===== config.mk =====
export PLATFORM = sky130hd
export DESIGN_NAME = fifo_stream_reader
export DESIGN_NICKNAME = d
export VERILOG_FILES = /design/src/rtl/fifo_reader_pkg.sv /design/src/rtl/fifo_reader_skid.sv /design/src/rtl/fifo_stream_reader.sv
export SDC_FILE = /design/constraint.sdc
export NUM_CORES = 1
export LEC_CHECK = 0
export ABC_CLOCK_PERIOD_IN_PS = 8900
export BUFFER_PORTS_ARGS = -buffer_cell sky130_fd_sc_hd__buf_2
export CAP_MARGIN = 10
export CORE_UTILIZATION = 60
export DETAILED_ROUTE_END_ITERATION = 16
export PLACE_DENSITY = 0.83
export SLEW_MARGIN = 10
export SYNTH_ARGS = -nofsm -noshare
export SYNTH_HDL_FRONTEND = slang
export SYNTH_SLANG_ARGS = --single-unit
export TNS_END_PERCENT = 5

===== constraint.sdc =====
create_clock -name clk -period 8.9 [get_ports clk]
set_input_delay 0 -clock clk [delete_from_list [all_inputs] [get_ports clk]]
set_output_delay 0 -clock clk [all_outputs]
set_load 0.02 [all_outputs]

===== src/rtl/fifo_reader_pkg.sv =====
// Shared types for the FIFO stream reader and its local skid buffer.
package fifo_reader_pkg;

  typedef enum logic [1:0] {
    IDLE  = 2'd0,
    RUN   = 2'd1,
    DRAIN = 2'd2,
    DONE  = 2'd3
  } reader_state_t;

endpackage


===== src/rtl/fifo_reader_skid.sv =====
// Small circular buffer between the FIFO read port and the output stream.
// Head is combinational so the stream sees data the cycle after it is pushed.
module fifo_reader_skid
  import fifo_reader_pkg::*;
#(
  parameter int WIDTH    = 8,
  parameter int BUF_LOG2 = 1
) (
  input  logic                clk,
  input  logic                reset_n,
  input  logic                push_i,
  input  logic [WIDTH-1:0]    data_i,
  input  logic                pop_i,
  output logic [BUF_LOG2:0]   count_o,
  output logic [WIDTH-1:0]    head_o
);

  localparam int DEPTH = 2 ** BUF_LOG2;
  localparam logic [BUF_LOG2:0]   FULL    = {1'b1, {BUF_LOG2{1'b0}}};
  localparam logic [BUF_LOG2:0]   CNT_ONE = {{BUF_LOG2{1'b0}}, 1'b1};
  localparam logic [BUF_LOG2-1:0] PTR_ONE = {{(BUF_LOG2-1){1'b0}}, 1'b1};

  logic [WIDTH-1:0]    r_mem [DEPTH];
  logic [BUF_LOG2-1:0] r_wr_ptr;
  logic [BUF_LOG2-1:0] r_rd_ptr;
  logic [BUF_LOG2:0]   r_count;
  logic                w_pop;
  logic                w_push;

  // A push into a full buffer is accepted only if a pop frees a slot the same cycle.
  assign w_pop  = pop_i & (r_count != '0);
  assign w_push = push_i & ((r_count != FULL) | w_pop);

  always_ff @(posedge clk or negedge reset_n) begin
    if (!reset_n) begin
      r_wr_ptr <= '0;
      r_rd_ptr <= '0;
      r_count  <= '0;
      for (int i = 0; i < DEPTH; i++) r_mem[i] <= '0;
    end else begin
      if (w_push) begin
        r_mem[r_wr_ptr] <= data_i;
        r_wr_ptr        <= r_wr_ptr + PTR_ONE;
      end
      if (w_pop) r_rd_ptr <= r_rd_ptr + PTR_ONE;
      case ({w_push, w_pop})
        2'b10:   r_count <= r_count + CNT_ONE;
        2'b01:   r_count <= r_count - CNT_ONE;
        default: r_count <= r_count;
      endcase
    end
  end

  assign count_o = r_count;
  assign head_o  = r_mem[r_rd_ptr];

endmodule


===== src/rtl/fifo_stream_reader.sv =====
// Pops len_i words from a 1-cycle-latency FIFO read port onto a valid/ready stream.
// Define FIFO_READER_LAST_EN to add m_last_o, carried as a tag bit through the skid buffer.
module fifo_stream_reader
  import fifo_reader_pkg::*;
#(
  parameter int WIDTH     = 8,
  parameter int LEN_WIDTH = 32,
  parameter int BUF_LOG2  = 1
) (
  input  logic                 clk,
  input  logic                 reset_n,
  input  logic                 start_i,
  input  logic [LEN_WIDTH-1:0] len_i,
  output logic                 busy_o,
  output logic                 done_o,
  output logic                 err_o,
  output logic                 rd_re_o,
  input  logic                 rd_empty_i,
  input  logic                 rd_rvalid_i,
  input  logic [WIDTH-1:0]     rd_rdata_i,
  output logic                 m_valid_o,
  output logic [WIDTH-1:0]     m_data_o,
`ifdef FIFO_READER_LAST_EN
  output logic                 m_last_o,
`endif
  input  logic                 m_ready_i
);

`ifdef FIFO_READER_LAST_EN
  localparam int TAG_W = 1;
`else
  localparam int TAG_W = 0;
`endif
  localparam int BUF_W = WIDTH + TAG_W;
  localparam logic [BUF_LOG2+1:0]  DEPTH_C = {2'b01, {BUF_LOG2{1'b0}}};
  localparam logic [LEN_WIDTH-1:0] LEN_ONE = {{(LEN_WIDTH-1){1'b0}}, 1'b1};

  reader_state_t        r_state;
  reader_state_t        w_state_next;
  logic [LEN_WIDTH-1:0] r_len;
  logic [LEN_WIDTH-1:0] r_issued;
  logic [LEN_WIDTH-1:0] r_delivered;
  logic                 r_inflight;
  logic                 r_err;
  logic                 w_acc;
  logic                 w_pop;
  logic [BUF_LOG2:0]    w_count;
  logic [BUF_LOG2+1:0]  w_credit_used;
  logic [BUF_W-1:0]     w_buf_in;
  logic [BUF_W-1:0]     w_buf_head;

  // Slots already committed: buffered words plus the read in flight, less the one leaving now.
  assign w_pop         = m_valid_o & m_ready_i;
  assign w_credit_used = {1'b0, w_count}
                       + {{(BUF_LOG2+1){1'b0}}, r_inflight}
                       - {{(BUF_LOG2+1){1'b0}}, w_pop};
  assign w_acc         = rd_re_o & ~rd_empty_i;

  always_ff @(posedge clk or negedge reset_n) begin
    if (!reset_n) r_state <= IDLE;
    else          r_state <= w_state_next;
  end

  always_comb begin
    w_state_next = r_state;
    case (r_state)
      IDLE:    if (start_i) w_state_next = (len_i == '0) ? DONE : RUN;
      RUN:     if (r_issued == r_len) w_state_next = DRAIN;
      DRAIN:   if (r_delivered == r_len) w_state_next = DONE;
      DONE:    w_state_next = IDLE;
      default: w_state_next = IDLE;
    endcase
  end

  always_comb begin
    busy_o  = (r_state != IDLE);
    done_o  = (r_state == DONE);
    rd_re_o = (r_state == RUN) & (r_issued < r_len) & ~rd_empty_i
            & (w_credit_used < DEPTH_C);
  end

  always_ff @(posedge clk or negedge reset_n) begin
    if (!reset_n) begin
      r_len       <= '0;
      r_issued    <= '0;
      r_delivered <= '0;
      r_inflight  <= 1'b0;
      r_err       <= 1'b0;
    end else begin
      r_inflight <= w_acc;
      if (rd_rvalid_i & ~r_inflight) r_err <= 1'b1;
      if ((r_state == IDLE) & start_i) begin
        r_len       <= len_i;
        r_issued    <= '0;
        r_delivered <= '0;
      end else if (r_state != IDLE) begin
        if (w_acc) r_issued    <= r_issued + LEN_ONE;
        if (w_pop) r_delivered <= r_delivered + LEN_ONE;
      end
    end
  end

`ifdef FIFO_READER_LAST_EN
  logic r_last_tag;

  // The tag follows the read by one cycle so it lines up with rd_rvalid_i.
  always_ff @(posedge clk or negedge reset_n) begin
    if (!reset_n) r_last_tag <= 1'b0;
    else          r_last_tag <= w_acc & (r_issued == r_len - LEN_ONE);
  end

  assign w_buf_in = {r_last_tag, rd_rdata_i};
  assign m_last_o = m_valid_o & w_buf_head[WIDTH];
`else
  assign w_buf_in = rd_rdata_i;
`endif

  fifo_reader_skid #(
    .WIDTH    (BUF_W),
    .BUF_LOG2 (BUF_LOG2)
  ) u_skid (
    .clk     (clk),
    .reset_n (reset_n),
    .push_i  (rd_rvalid_i),
    .data_i  (w_buf_in),
    .pop_i   (w_pop),
    .count_o (w_count),
    .head_o  (w_buf_head)
  );

  assign err_o     = r_err;
  assign m_valid_o = (w_count != '0);
  assign m_data_o  = w_buf_head[WIDTH-1:0];

endmodule


== Yosys cells after proc, flatten, opt, wreduce, memory -nomap -nowiden ==
Index checks and enable logic that the tools add are counted.

* Bitwise logic cells: 14
* Order comparisons: 5
* Reductions and logical operators: 12
* Equal/unequal tests: 11
* Add/subtract/negate cells: 8
* Multiplexer cells: 18

{| class="wikitable"
|+ Operators by type and width
! kind !! count
|-
| $mux 32 || 6
|-
| $add 32x1->32 const B || 2
|-
| $eq 32x32->1 || 2
|-
| $logic_not 32->1 || 1
|-
| $lt 32x32->1 || 1
|-
| $mux 8 || 4
|-
| $bwmux 16 || 1
|-
| $reduce_bool 2->1 || 6
|-
| $and 1x1->1 || 9
|-
| $demux 8 s1 || 1
|-
| $mux 2 || 4
|-
| $ne 2x2->1 const B || 4
|-
| $pmux 2 s4 || 1
|-
| $eq 2x2->1 const B || 3
|-
| $eq 2x1->1 const B || 2
|-
| $ge 2x2->1 const B || 2
|-
| $not 1->2 || 2
|-
| $pmux 2 s2 || 1
|-
| $reduce_and 2->1 || 2
|-
| $add 2x1->3 || 1
|-
| $lt 3x2->1 const B || 1
|-
| $reduce_and 3->1 || 1
|-
| $sub 3x1->3 || 1
|-
| $add 1x1->1 const B || 2
|-
| other kinds (7) || 8
|}

* Input port bits: 46
* Output and inout bits: 13
* Logic and storage cells: 79
* Register bits: 120

== Longest topological paths before layout ==
Gate-level depths: netlist of run 1.

* Depth in word-level cells: 9
* Mapped depth: 12
* Depth with buffers taken out: 11

== Modules after synthesis ==
From an unflattened synthesis of run 1, not the netlist that was laid out.

* Cell total of the unflattened synthesis: 748
* Area total of the unflattened synthesis: 7045.5 um^2

{| class="wikitable"
|+ Modules (own cells, without submodules)
! module !! cells each !! instances !! area an instance (um^2) !! seq. area each (um^2)
|-
| fifo_stream_reader || 690 || 1 || 6155.9 || 2502.4
|-
| fifo_reader_skid || 58 || 1 || 889.6 || 500.5
|}

== Least setup slack after synthesis of run 1 ==
Ideal clock, no wire load.

* Path kind: reg2reg
* From: reg u_skid.r_count[0] (netlist: u_skid.count_o[0])
* To: reg r_issued[5]
* Library setup time: 78 ps
* Path buffers: 1
* Path slack: 5670 ps
* Data arrival time: 3153 ps
* Data required time: 8822 ps
* Clock period less this slack: 3230 ps
* Stages on the path, launching flop included: 13
* Path through: dfrtp_1 o21ai_1 inv_1 ha_1 nand2b_1 fa_1 xnor2_1 nand4_1 a21oi_1 o2111ai_2 buf_2 or3_2 a21oi_1

* Longest elaborated chain between the ends: 8
* Elaborated cells between the ends (all ways): 9
* Those cells by class: 2 x add/sub; 1 x order compare; 3 x bitwise; 3 x reduce/logical

{| class="wikitable"
|+ RTL lines
! item !! line !! text
|-
| from (decl) || fifo_reader_skid.sv:26 || <nowiki>logic [BUF_LOG2:0] r_count;</nowiki>
|-
| from (signal assigned) || fifo_reader_skid.sv:47 || <nowiki>2'b10: r_count <= r_count + CNT_ONE;</nowiki>
|-
| from (signal assigned) || fifo_reader_skid.sv:48 || <nowiki>2'b01: r_count <= r_count - CNT_ONE;</nowiki>
|-
| from (signal assigned) || fifo_reader_skid.sv:49 || <nowiki>default: r_count <= r_count;</nowiki>
|-
| branches (longest 2 deep; another with $add 2x1->3) || -- ||
|-
| $sub 3x1->3 (*) || fifo_stream_reader.sv:56 || <nowiki>- {{(BUF_LOG2+1){1'b0}}, w_pop};</nowiki>
|-
| $lt 3x2->1 (*) || fifo_stream_reader.sv:79 || <nowiki>& (w_credit_used < DEPTH_C);</nowiki>
|-
| $and 1x1->1 (*) || fifo_stream_reader.sv:79 ||
|-
| $and 1x1->1 (*) || fifo_stream_reader.sv:57 || <nowiki>assign w_acc = rd_re_o & ~rd_empty_i;</nowiki>
|-
| $reduce_bool 2->1 (no line) (*) || -- ||
|-
| $reduce_and 2->1 (no line) (*) || -- ||
|-
| to (signal assigned) || fifo_stream_reader.sv:97 || <nowiki>if (w_acc) r_issued <= r_issued + LEN_ONE;</nowiki>
|-
| to (decl) || fifo_stream_reader.sv:41 || <nowiki>logic [LEN_WIDTH-1:0] r_issued;</nowiki>
|}

Every way passes the cells marked *.
A chain may end at the register's enable or synchronous reset.

== Worst setup path after layout of run 1 ==
* From: reg u_skid.r_count[0] (netlist: u_skid.count_o[0])
* To: reg r_issued[7]

The elaborated chain is that of the path after synthesis.

==> results of run 1 <==
-- critical path, stage by stage (launching register included) --
cell and delay, ns:
dfrtp_1 0.43, o21ai_1 0.53, inv_1 0.17, ha_1 0.31
nand2b_1 0.16, fa_1 0.38, xnor2_1 0.14, nand4_1 0.13
a21oi_1 0.36, o2111ai_2 0.50, or4_2 0.68, a21oi_1 0.17
-- cell usage after synthesis, types with 6 or more instances --
cell and n:
a21o_1 7, a21oi_1 27, and3_1 6, and4_1 7, clkbuf_1 19, dfrtp_1 120, ha_1 40, inv_1 45
mux2_2 26, mux2i_1 18, nand2_1 86, nand3_1 42, nand4_1 29, nor2_1 35, nor2b_1 6, nor3_1 9
nor4_1 16, o211ai_1 6, o21ai_0 48, o31ai_1 11, or4_1 9, xnor2_1 42, xor2_1 8
-- kinds of logic (layout without fill, tap and decap cells) --
kind of cell,after synthesis,in the layout,share of synthesized area
mux,44,44,0.06727
buf+inv,73,180,0.04805
fa+ha+maj,41,41,0.07403
compound gates,126,126,0.1159
flops,120,120,0.4271
simple gates,272,272,0.2054
xor+xnor,50,50,0.06229
-- layer usage --
metal | up-vias | part of all wire | wire length, um
met4 | 0 | 0.042 | 843
met1 | 3064 | 0.39 | 7804
met5 | - | 0 | 0
li1 | 2805 | - | -
met3 | 82 | 0.080 | 1592
met2 | 323 | 0.49 | 9697
-- where the power goes --
| part | switching, mW | internal (mW) |
|---|---|---|
| Clock | 0.245 | 0.525 |
| Sequential | 0.133 | 0.689 |
| Combinational | 0.484 | 0.335 |
| Total | 0.862 | 1.55 |
-- what timing repair did --
action / 4_1_cts / 5_1_grt
buffers inserted: 0 / 0
hold buffers: 42 / 0
hold endpoints to repair: 108 / 0
-- path summary, 6_finish.rpt --
kind	startpoint	slack [ns]	cells after the start	end
worst max-delay path	u_skid.count_o[0]	4.84	11	r_issued[7]
worst min-delay path	m_ready_i	0.03	3	u_skid.r_wr_ptr
worst max register to register	u_skid.count_o[0]	4.84	11	r_issued[7]
worst min register to register	err_o	0.45	1	err_o
max in group asynchronous	reset_n	7.45	3	r_issued[19]
min in group asynchronous	reset_n	0.19	2	r_delivered[20]
-- cell type report --
type / instances / area [um2]
flip-flops and latches: 120 / 3003
repair buffers: 104 / 743.2
clock buffers: 24 / 491.7
inverters: 45 / 168.9
clock inverters: 7 / 163.9
multi-input cells: 533 / 3691
well taps: 143 / 178.9
fillers: 757 / 2978
-- cells in the final DEF (no fill, tap or decap), drive strengths merged, types with 4 or more instances in the layout --
master / netlist / routed
a21o: 7 / 7
a21oi: 27 / 27
a22oi: 4 / 4
and2: 4 / 4
and3: 8 / 8
and4: 7 / 7
buf: 7 / 62
bufinv: 0 / 5
clkbuf: 21 / 24
dfrtp: 120 / 120
dlygate4sd3: 0 / 42
ha: 40 / 40
inv: 45 / 45
mux2: 26 / 26
mux2i: 18 / 18
nand2: 86 / 86
nand3: 42 / 42
nand4: 31 / 31
nor2: 35 / 35
nor2b: 6 / 6
nor3: 9 / 9
nor4: 18 / 18
nor4b: 4 / 4
o211ai: 6 / 6
o21ai: 51 / 51
o31ai: 11 / 11
or3: 4 / 4
or4: 10 / 10
xnor2: 42 / 42
xor2: 8 / 8
-- flip-flops by register name, summed over array words and instances (netlist names) --
signal / count
r_issued: 32
r_inflight: 1
r_len: 32
u_skid.r_rd_ptr: 1
r_delivered: 32
err_o: 1
r_state: 2
u_skid.r_wr_ptr: 1
u_skid.r_mem: 16
u_skid.count_o: 2
-- stage by stage --
| step | hold WS (ns) | util | total power, mW | setup slack [ns] |
|---|---|---|---|---|
| 2_1_floorplan | -0.2956 | - | 1.358 | 5.670 |
| 3_3_place_gp | 0.1062 | 0.6450 | 1.544 | 5.215 |
| 3_5_place_dp | 0.1123 | 0.6450 | 1.598 | 4.944 |
| 4_1_cts | 0.03212 | 0.7392 | 2.383 | 4.896 |
| 5_1_grt | 0.05009 | 0.7392 | 2.525 | 4.533 |
| 6_report | 0.02615 | 0.7392 | 2.412 | 4.845 |
==> reports/qor.yml, run 1 <==
detailed_routing:
  ant_nets: 0
  drt_pre_antenna_iters: 6
  drc_errors: 0
  wl_per_cell_um: 20.43
  wl_um: 19940
  via_per_inst: 6.428
  vias: 6274
  drt-initial-drc-count: 804
timing:
  min_period_over_period: 0.4556
  setup_tns_ns: 0
  period_minus_slack_ns: 4.055
  rsz0062_at_grt: "false"
  maxSlewViolCount: 0
  hold_viol: 0
  fin_skew_ns: 0.007258
  max_freq_mhz: 246.6
  setup_viol_count_final: 0
  tightestPinTransition_ns: 0.7776
  slew-limit-headroom: 0.4816
job:
  maxCapViolCount: 0
global_route:
  gr-usage-met3: 0.1135
  grt_pass1_wl_um: 32210
  use_met1: 0.4102
  grt_busiest_layer: "met2"
  grt_pass1_vias: 6443
  gr-usage-met2: 0.5963
  antenna_found_initial: 0
  grt_util_all_layers: 0.3588
  grt_start_max_net_pins: 79
  grt_remaining_overflow: 0
cells_and_area:
  insertedDiodeCount: 0
  nets: 908
  final_area_mm2: 0.008441
  syn_to_final_growth_pct: 20.06
  final_cells: 976
  drive_gt1_frac: 0.1621
place:
  dpl.hpwl_um: 13300
  gp_congestion: 0.9320
  port_buffers: 58
  placed_area_mm2: 0.007365
  dp.cells: 903
clock_network:
  cts_root_buf: "clkbuf_16"
  path_clk_slew_ns: 0.05
  numCtsBuffers: 17
  htree_num_levels: 4
  cts_tree: "yes"
  cts_sinks: 120
  cts_resized: 0
  clock_latency_ns: 0.43
  cts.path.max_buffers: 2
critical_path:
  path_max_fanout: 16
  cp-start-kind: "flip-flop"
  arrival_ns: 4.40
  critPathKind: "flip-flop to flip-flop"
  cp-end-kind: "flip-flop"
  required_ns: 9.25
floorplan:
  io_pins: 59
  coreArea_mm2: 0.01142
  die_area_mm2: 0.01215
  die_height_um: 110.2
  fp-row-count: 39
  die_x_um: 110.2
  initial_utilization: 0.6157
yosys:
  ys_async_sr_fraction: 1.000
  ys_types: 62
  synth_edf_count: 0
  synth_cells: 726
  synth_top_area_share: 0.4271
  synth_warnings: 0
  synth_fp_nets: 813
  synth_ff_type: "dfrtp_1"
  yosys.area.top_type: "dfrtp_1"
  synth.ff_latch_count: 120
  avgSynthCellArea_um2: 9.684
  ys_seq_area_frac: 0.4271
  synth.cell_area_mm2: 0.007030
  synth_area_leaders: "dfrtp_1 43%, ha_1 7.1%, xnor2_1 5.2%"
power:
  p_per_area_mw_per_mm2: 285.7
  ir_drop_mv: 0.2647
  p_leak_nw: 3.740
min_path:
  hold_path_class: "input pin to flip-flop"
outcome:
  outcome: "completed"
Note: power is estimated with default switching activity, not from simulation.
==> inputs of run 2 (changes only) <==
--- a/config.mk
+++ b/config.mk
@@ -5,12 +5,12 @@
 export SDC_FILE = /design/constraint.sdc
 export NUM_CORES = 1
 export LEC_CHECK = 0
-export ABC_CLOCK_PERIOD_IN_PS = 8900
+export ABC_CLOCK_PERIOD_IN_PS = 3700
 export BUFFER_PORTS_ARGS = -buffer_cell sky130_fd_sc_hd__buf_2
 export CAP_MARGIN = 10
-export CORE_UTILIZATION = 60
+export CORE_UTILIZATION = 55
 export DETAILED_ROUTE_END_ITERATION = 16
-export PLACE_DENSITY = 0.83
+export PLACE_DENSITY = 0.8
 export SLEW_MARGIN = 10
 export SYNTH_ARGS = -nofsm -noshare
 export SYNTH_HDL_FRONTEND = slang
==> constraint.sdc (replaced) <==
create_clock -name clk -period 3.7 [get_ports clk]
set_input_delay 0 -clock clk [delete_from_list [all_inputs] [get_ports clk]]
set_output_delay 0 -clock clk [all_outputs]
set_load 0.02 [all_outputs]
==> run 2 against run 1 <==
  * Global-route usage is 5.0 points lower
  * Clock power rose by 110%
  * Largest power group unchanged
  * Clock skew rose by 0.0022 ns
  * Critical endpoint is now rd_re_o
  * Critical path depth unchanged
==> reports/qor.yml, run 2 (synthesis gave the netlist of run 1 again) <==
timing:
  slew-limit-headroom: 0.5064  # +0.02482
  min_period_over_period: 0.9333
  tightestPinTransition_ns: 0.7404  # -0.03723 ns
  maxSlewViolCount: 0  # unchanged
  period_minus_slack_ns: 3.453
  max_freq_mhz: 289.6
  setup_viol_count_final: 0  # unchanged
  fin_skew_ns: 0.009492  # +0.002234 ns
  rsz0062_at_grt: "false"
  setup_tns_ns: 0  # unchanged
  setup_ws_ns: 0.2467  # -4.598 ns
  hold_viol: 0  # unchanged
outcome:
  outcome: "completed"
cells_and_area:
  drive_gt1_frac: 0.1695  # +0.007386
  reg.largest.list: "r_delivered (32), r_issued (32), r_len (32)"
  syn_to_final_growth_pct: 20.41
  nets: 912  # +0.44%
  mostFrequentLayoutCell: "dfrtp_1"
  final_area_mm2: 0.008466  # +0.30%
  layout_common_cells: "120 x dfrtp_1, 86 x nand2_1, 57 x buf_2"
  insertedDiodeCount: 0  # unchanged
  nFillCells: 914  # +21%
critical_path:
  cp-end-kind: "primary output"
  rrSetupSlack_ns: 0.35  # -4.49 ns
  worstPathCellList: "o21ai_1, inv_1, ha_1, nand2b_1, fa_1, xnor2_1, nand4_1, a21oi_2, o211ai_1, nor2_1, buf_2"
  path_depth: 11  # unchanged
  r2r-end: "r_issued[7]"
  worstReg2RegStart: "u_skid.count_o[0]"
  critical_path.startpoint: "u_skid.count_o[0]"
  critPathKind: "flip-flop to primary output"
  cp-start-kind: "flip-flop"
  required_ns: 3.70  # -5.55 ns
  endpoint: "rd_re_o"
  arrival_ns: 3.45  # -0.95 ns
  crit_buf_inv: 2  # +1
  path_max_fanout: 6  # -10
  worstRegToRegCells: 11  # unchanged
  crit_path_max_incr_delay_ns: 0.44  # -0.24 ns
  cp_top_family: "compound AO/OA/AOI/OAI gates"
  slowest_stage: "dfrtp_1"
global_route:
  use_met1: 0.3870  # -0.02312
  grt_remaining_overflow: 0  # unchanged
  grt_start_max_net_pins: 57  # -28%
  grt_pass1_vias: 6224  # -3.4%
  gr-usage-met2: 0.5145  # -0.08182
  antenna_found_initial: 0  # unchanged
  grt_util_all_layers: 0.3090  # -0.04987
  gr-usage-met3: 0.05588  # -0.05758
  grt_pass1_wl_um: 30750  # -4.5%
  grt_busiest_layer: "met2"
detailed_routing:
  drt-initial-drc-count: 673  # -16%
  drt_pre_antenna_iters: 5  # -1
  drc_errors: 0  # unchanged
  vias: 6074  # -3.2%
  via_per_inst: 6.038  # -6.1%
  wl_per_cell_um: 18.60  # -8.9%
  ant_nets: 0  # unchanged
  wl_um: 18720  # -6.1%
floorplan:
  die_height_um: 115.1  # +4.4%
  die_x_um: 115.1  # +4.4%
  fp-row-count: 40  # +2.6%
  initial_utilization: 0.5757  # -0.04000
  die_area_mm2: 0.01324  # +8.9%
  coreArea_mm2: 0.01221  # +6.9%
  io_pins: 59  # unchanged
power:
  combinationalPowerShare: 0.353  # +0.013
  ir_drop_mv: 0.4099  # +55%
  clkPwrFrac: 0.291  # -0.028
  seq_power_share: 0.356  # +0.015
  p_leak_nw: 3.727  # -0.36%
  p_per_area_mw_per_mm2: 652.9  # +130%
  p_switching_mw: 2.011  # +130%
  p_int_mw: 3.516  # +130%
  switching_share: 0.3638  # +0.006182
place:
  place_ws_ns: 0.1885  # -4.755 ns
  gp_congestion: 0.8597  # -7.8%
  port_buffers: 58  # unchanged
  placed_area_mm2: 0.007438  # +1.0%
  dpl.hpwl_um: 13210  # -0.70%
clock_network:
  cts_tree: "yes"
  numCtsBuffers: 17  # unchanged
  cts_sinks: 120  # unchanged
  htree_num_levels: 4  # unchanged
  clock_latency_ns: 0.42  # about the same
  cts.path.max_buffers: 2  # unchanged
  path_clk_slew_ns: 0.05  # about the same
  cts_root_buf: "clkbuf_16"
  cts_setup_buffers: 0  # unchanged
min_path:
  hold_path_class: "input pin to flip-flop"
job:
  maxCapViolCount: 0  # unchanged
[run 2: cell count changes in the layout (fill, tap and decap cells not counted), moves of 2 or more]
cell,change
bufinv_16,-4
buf_4,+3
clkinv_2,+3
clkbuf_8,+2
clkinvlp_4,+2
o2111ai_2,-2
o2111ai_4,+2
[run 2: power groups by stage]
stage	Combinational [mW]	Sequential, mW	Clock, mW
after floorplan	1.40	1.87	0
after global placement	1.79	1.95	0
after detailed placement	1.88	1.98	0
after CTS	1.93	1.96	1.62
after global routing	2.14	2.01	1.69
final	1.95	1.97	1.61
[run 2: worst reg2reg max path, stage by stage, from the launching register on]
cell and delay, ns:
dfrtp_1 0.44, o21ai_1 0.20, inv_1 0.10, ha_1 0.28, nand2b_1 0.16, fa_1 0.38, xnor2_1 0.18, nand4_1 0.16
a21oi_2 0.29, o2111ai_4 0.32, or4_2 0.61, a21oi_1 0.17
[run 2: worst min-delay path by stage]
stage | start | to | slack [ns] | cells past startpoint
global route | m_ready_i | u_skid.r_wr_ptr | 0.02 | 3
detailed placement | reset_n | r_delivered[5] | 0.08 | 1
global placement | reset_n | r_delivered[4] | 0.08 | 1
CTS | m_ready_i | u_skid.r_wr_ptr | 0.002 | 3
floorplan | reset_n | err_o | -0.30 | 0
finish | m_ready_i | u_skid.r_wr_ptr | 0.01 | 3
[run 2: cell type report]
cell class                      instances  area (um2)  share of cell area
Timing Repair Buffer                  108       785.8             0.09282
Sequential cell                       120        3003              0.3547
Tap cell                              168       210.2             0.02483
Inverter                               45       168.9             0.01995
Multi-Input combinational cell        533        3717              0.4391
Clock inverter                          7       65.06            0.007685
Clock buffer                           25       515.5             0.06089
[run 2: per-layer routing]
layer	routed length, um	share of wire
met4	655	0.035
met1	7744	0.41
met5	0	0
met3	1185	0.063
met2	9131	0.49
[run 2: through the flow]
| stage | utilization | std cells | power, mW | hold slack, ns |
|---|---|---|---|---|
| 6_report | 0.6932 | 1006 | 5.527 | 0.01105 |
| 4_1_cts | 0.6911 | 1006 | 5.511 | 0.001571 |
| 3_5_place_dp | 0.6091 | 932 | 3.854 | 0.08292 |
| 2_1_floorplan | - | 726 | 3.268 | -0.2956 |
| 3_3_place_gp | 0.6091 | 932 | 3.741 | 0.07864 |
| 5_1_grt | 0.6932 | 1006 | 5.834 | 0.01665 |
[run 2: what timing repair did]
| action | CTS | global route |
|---|---|---|
| hold endpoints to repair | 102 | 0 |
| gates resized for setup | 0 | 3 |
| endpoints found under the setup margin | 0 | 11 |
| hold buffers | 42 | 0 |
==> inputs of run 3 (changes only) <==
--- a/config.mk
+++ b/config.mk
@@ -8,9 +8,11 @@
 export ABC_CLOCK_PERIOD_IN_PS = 3700
 export BUFFER_PORTS_ARGS = -buffer_cell sky130_fd_sc_hd__buf_2
 export CAP_MARGIN = 10
-export CORE_UTILIZATION = 55
+export CELL_PAD_IN_SITES_DETAIL_PLACEMENT = 0
+export CELL_PAD_IN_SITES_GLOBAL_PLACEMENT = 1
+export CORE_UTILIZATION = 43
 export DETAILED_ROUTE_END_ITERATION = 16
-export PLACE_DENSITY = 0.8
+export PLACE_DENSITY = 0.89
 export SLEW_MARGIN = 10
 export SYNTH_ARGS = -nofsm -noshare
 export SYNTH_HDL_FRONTEND = slang
==> run 3 against run 2 <==
  * Sequential share of layout area about the same
  * Wire length decreased by 3.1%
  * Hold slack improved by 0.042 ns
  * Critical path depth unchanged
  * Total power decreased by 2.9%
  * Via count decreased by 4.7%
  * Largest power group unchanged
  * Fmax decreased by 2.1%
  * Design area about the same
  * Global-route usage decreased by 7.7 points
  * Utilization decreased by 16 points
==> reports/qor.yml, run 3 (synthesis gave the netlist of run 1 again) <==
place:
  gp_congestion: 0.7941  # -7.6%
  place_ws_ns: 0.1982  # +0.009709 ns
  dpl.hpwl_um: 12900  # -2.4%
  dp.cells: 981  # +5.3%
  placed_area_mm2: 0.007506  # +0.91%
  port_buffers: 58  # unchanged
floorplan:
  fp-row-count: 46  # +15%
  die_area_mm2: 0.01686  # +27%
  die_height_um: 129.9  # +13%
  die_x_um: 129.9  # +13%
  io_pins: 59  # unchanged
  initial_utilization: 0.4410  # -0.1347
  coreArea_mm2: 0.01594  # +31%
critical_path:
  cp-start-kind: "flip-flop"
  rrSetupSlack_ns: 0.17  # -0.18 ns
  path_max_fanout: 16  # +10
  cp-end-kind: "flip-flop"
  required_ns: 4.03  # +0.33 ns
  worstRegToRegCells: 11  # unchanged
  critPathKind: "flip-flop to flip-flop"
  worstReg2RegStart: "u_skid.count_o[0]"
  arrival_ns: 3.86  # +0.41 ns
  r2r-end: "r_issued[7]"
timing:
  setup_viol_count_final: 0  # unchanged
  whs_ns: 0.05355  # +0.04250 ns
  hold_viol: 0  # unchanged
  max_freq_mhz: 283.4  # -2.1%
  min_period_over_period: 0.9538  # +0.02043
  setup_ws_ns: 0.1711  # -0.07561 ns
  tightestPinTransition_ns: 0.8548  # +0.1144 ns
  rsz0062_at_grt: "true"
  slew-limit-headroom: 0.4301  # -0.07627
  setup_tns_ns: 0  # unchanged
  maxSlewViolCount: 0  # unchanged
  fin_skew_ns: 0.007371  # -0.002120 ns
  period_minus_slack_ns: 3.529  # +0.07560 ns
cells_and_area:
  syn_to_final_growth_pct: 20.43  # about the same
  mostFrequentLayoutCell: "dfrtp_1"
  reg.largest.list: "r_delivered (32), r_issued (32), r_len (32)"
  final_area_mm2: 0.008467  # about the same
  final_cells: 1054  # +4.8%
  final_core_util: 0.5311  # -0.1622
  insertedDiodeCount: 0  # unchanged
  drive_gt1_frac: 0.1647  # -0.004773
  nets: 914  # +0.22%
  layout_common_cells: "120 x dfrtp_1, 86 x nand2_1, 57 x buf_2"
  nFillCells: 1362  # +49%
detailed_routing:
  vias: 5787  # -4.7%
  wl_per_cell_um: 17.21  # -7.5%
  drt-initial-drc-count: 559  # -17%
  drc_errors: 0  # unchanged
  ant_nets: 0  # unchanged
  via_per_inst: 5.491  # -9.1%
  wl_um: 18140  # -3.1%
  drt_pre_antenna_iters: 4  # -1
clock_network:
  htree_num_levels: 4  # unchanged
  cts_tree: "yes"
  cts.path.max_buffers: 2  # unchanged
  numCtsBuffers: 17  # unchanged
  cts_sinks: 120  # unchanged
  cts_root_buf: "clkbuf_16"
  clock_latency_ns: 0.42  # about the same
  path_clk_slew_ns: 0.06  # about the same
  cts_setup_buffers: 0  # unchanged
power:
  p_leak_nw: 3.714  # -0.34%
  seq_power_share: 0.364  # +0.008
  p_per_area_mw_per_mm2: 633.8  # -2.9%
  p_int_mw: 3.411  # -3.0%
  ir_drop_mv: 0.2560  # -38%
  clkPwrFrac: 0.280  # -0.011
  p_switching_mw: 1.956  # -2.7%
  switching_share: 0.3645  # +0.0006537
  combinationalPowerShare: 0.356  # +0.003
  finalPower_mw: 5.366  # -2.9%
min_path:
  hold_path_class: "input pin to flip-flop"
  holdPathEnd: "r_issued[0]"
  whs_path_depth: 4  # +1
  min_from: "start_i"
global_route:
  grt_pass1_vias: 5602  # -10%
  grt_start_max_net_pins: 67  # +18%
  antenna_found_initial: 0  # unchanged
  grt_util_all_layers: 0.2319  # -0.07706
  grt_pass1_wl_um: 29490  # -4.1%
  grt_remaining_overflow: 0  # unchanged
job:
  maxCapViolCount: 0  # unchanged
outcome:
  outcome: "completed"
run 3: changes by cell type in the layout (fill, tap and decap cells not counted), moves of 2 or more:
cell / before / now
clkbuf_1: 2 / 5
clkinvlp_4: 2 / 0
o2111ai_2: 0 / 2
o2111ai_4: 2 / 0
run 3: final cells by class:
type	instances	area [um2]	share of cell area
Tap cell	216	270.3	0.03192
Clock inverter	3	15.01	0.001773
Sequential cell	120	3003	0.3547
Inverter	45	168.9	0.01995
Timing Repair Buffer	110	803.3	0.09487
Clock buffer	27	513.0	0.06059
Multi-Input combinational cell	533	3694	0.4362
run 3: metal layers:
layer | track usage | wire, um | up-vias
met5 | 0 | 0 | -
met4 | 0.09302 | 405 | 0
met3 | 0.05576 | 797 | 30
met2 | 0.3728 | 8744 | 165
met1 | 0.3011 | 8188 | 2776
li1 | - | - | 2816
run 3: worst max-delay path by stage:
stage                           start          end  slack, ns  cells past startpoint
floorplan           u_skid.count_o[0]  r_issued[5]       0.47                     12
global placement    u_skid.count_o[0]  r_issued[7]       0.33                     11
detailed placement  u_skid.count_o[0]  r_issued[7]       0.20                     11
CTS                 u_skid.count_o[0]  r_issued[7]       0.18                     11
global route        u_skid.count_o[0]  r_issued[7]      -0.07                     11
finish              u_skid.count_o[0]  r_issued[7]       0.17                     11
run 3: worst max-delay path, cell delays in order (launching register included):
cell and delay (ns):
dfrtp_1 0.43, o21ai_1 0.19, inv_1 0.09, ha_1 0.29
nand2b_1 0.15, fa_1 0.37, xnor2_1 0.14, nand4_1 0.15
a21oi_1 0.34, o2111ai_2 0.45, or4_2 0.66, a21oi_1 0.18
run 3: what timing repair did:
item                                    in CTS  in global routing
resized for setup                            0                  1
hold endpoints to repair                   114                  0
endpoints found under the setup margin       0                  5
hold buffers                                43                  0
run 3: power groups by stage:
stage	clock, mW	sequential [mW]	combinational, mW
finish	1.50	1.96	1.91
CTS	1.52	1.95	1.91
global route	1.58	2.00	2.12
floorplan	0	1.87	1.40
global placement	0	1.96	1.82
detailed placement	0	1.97	1.87
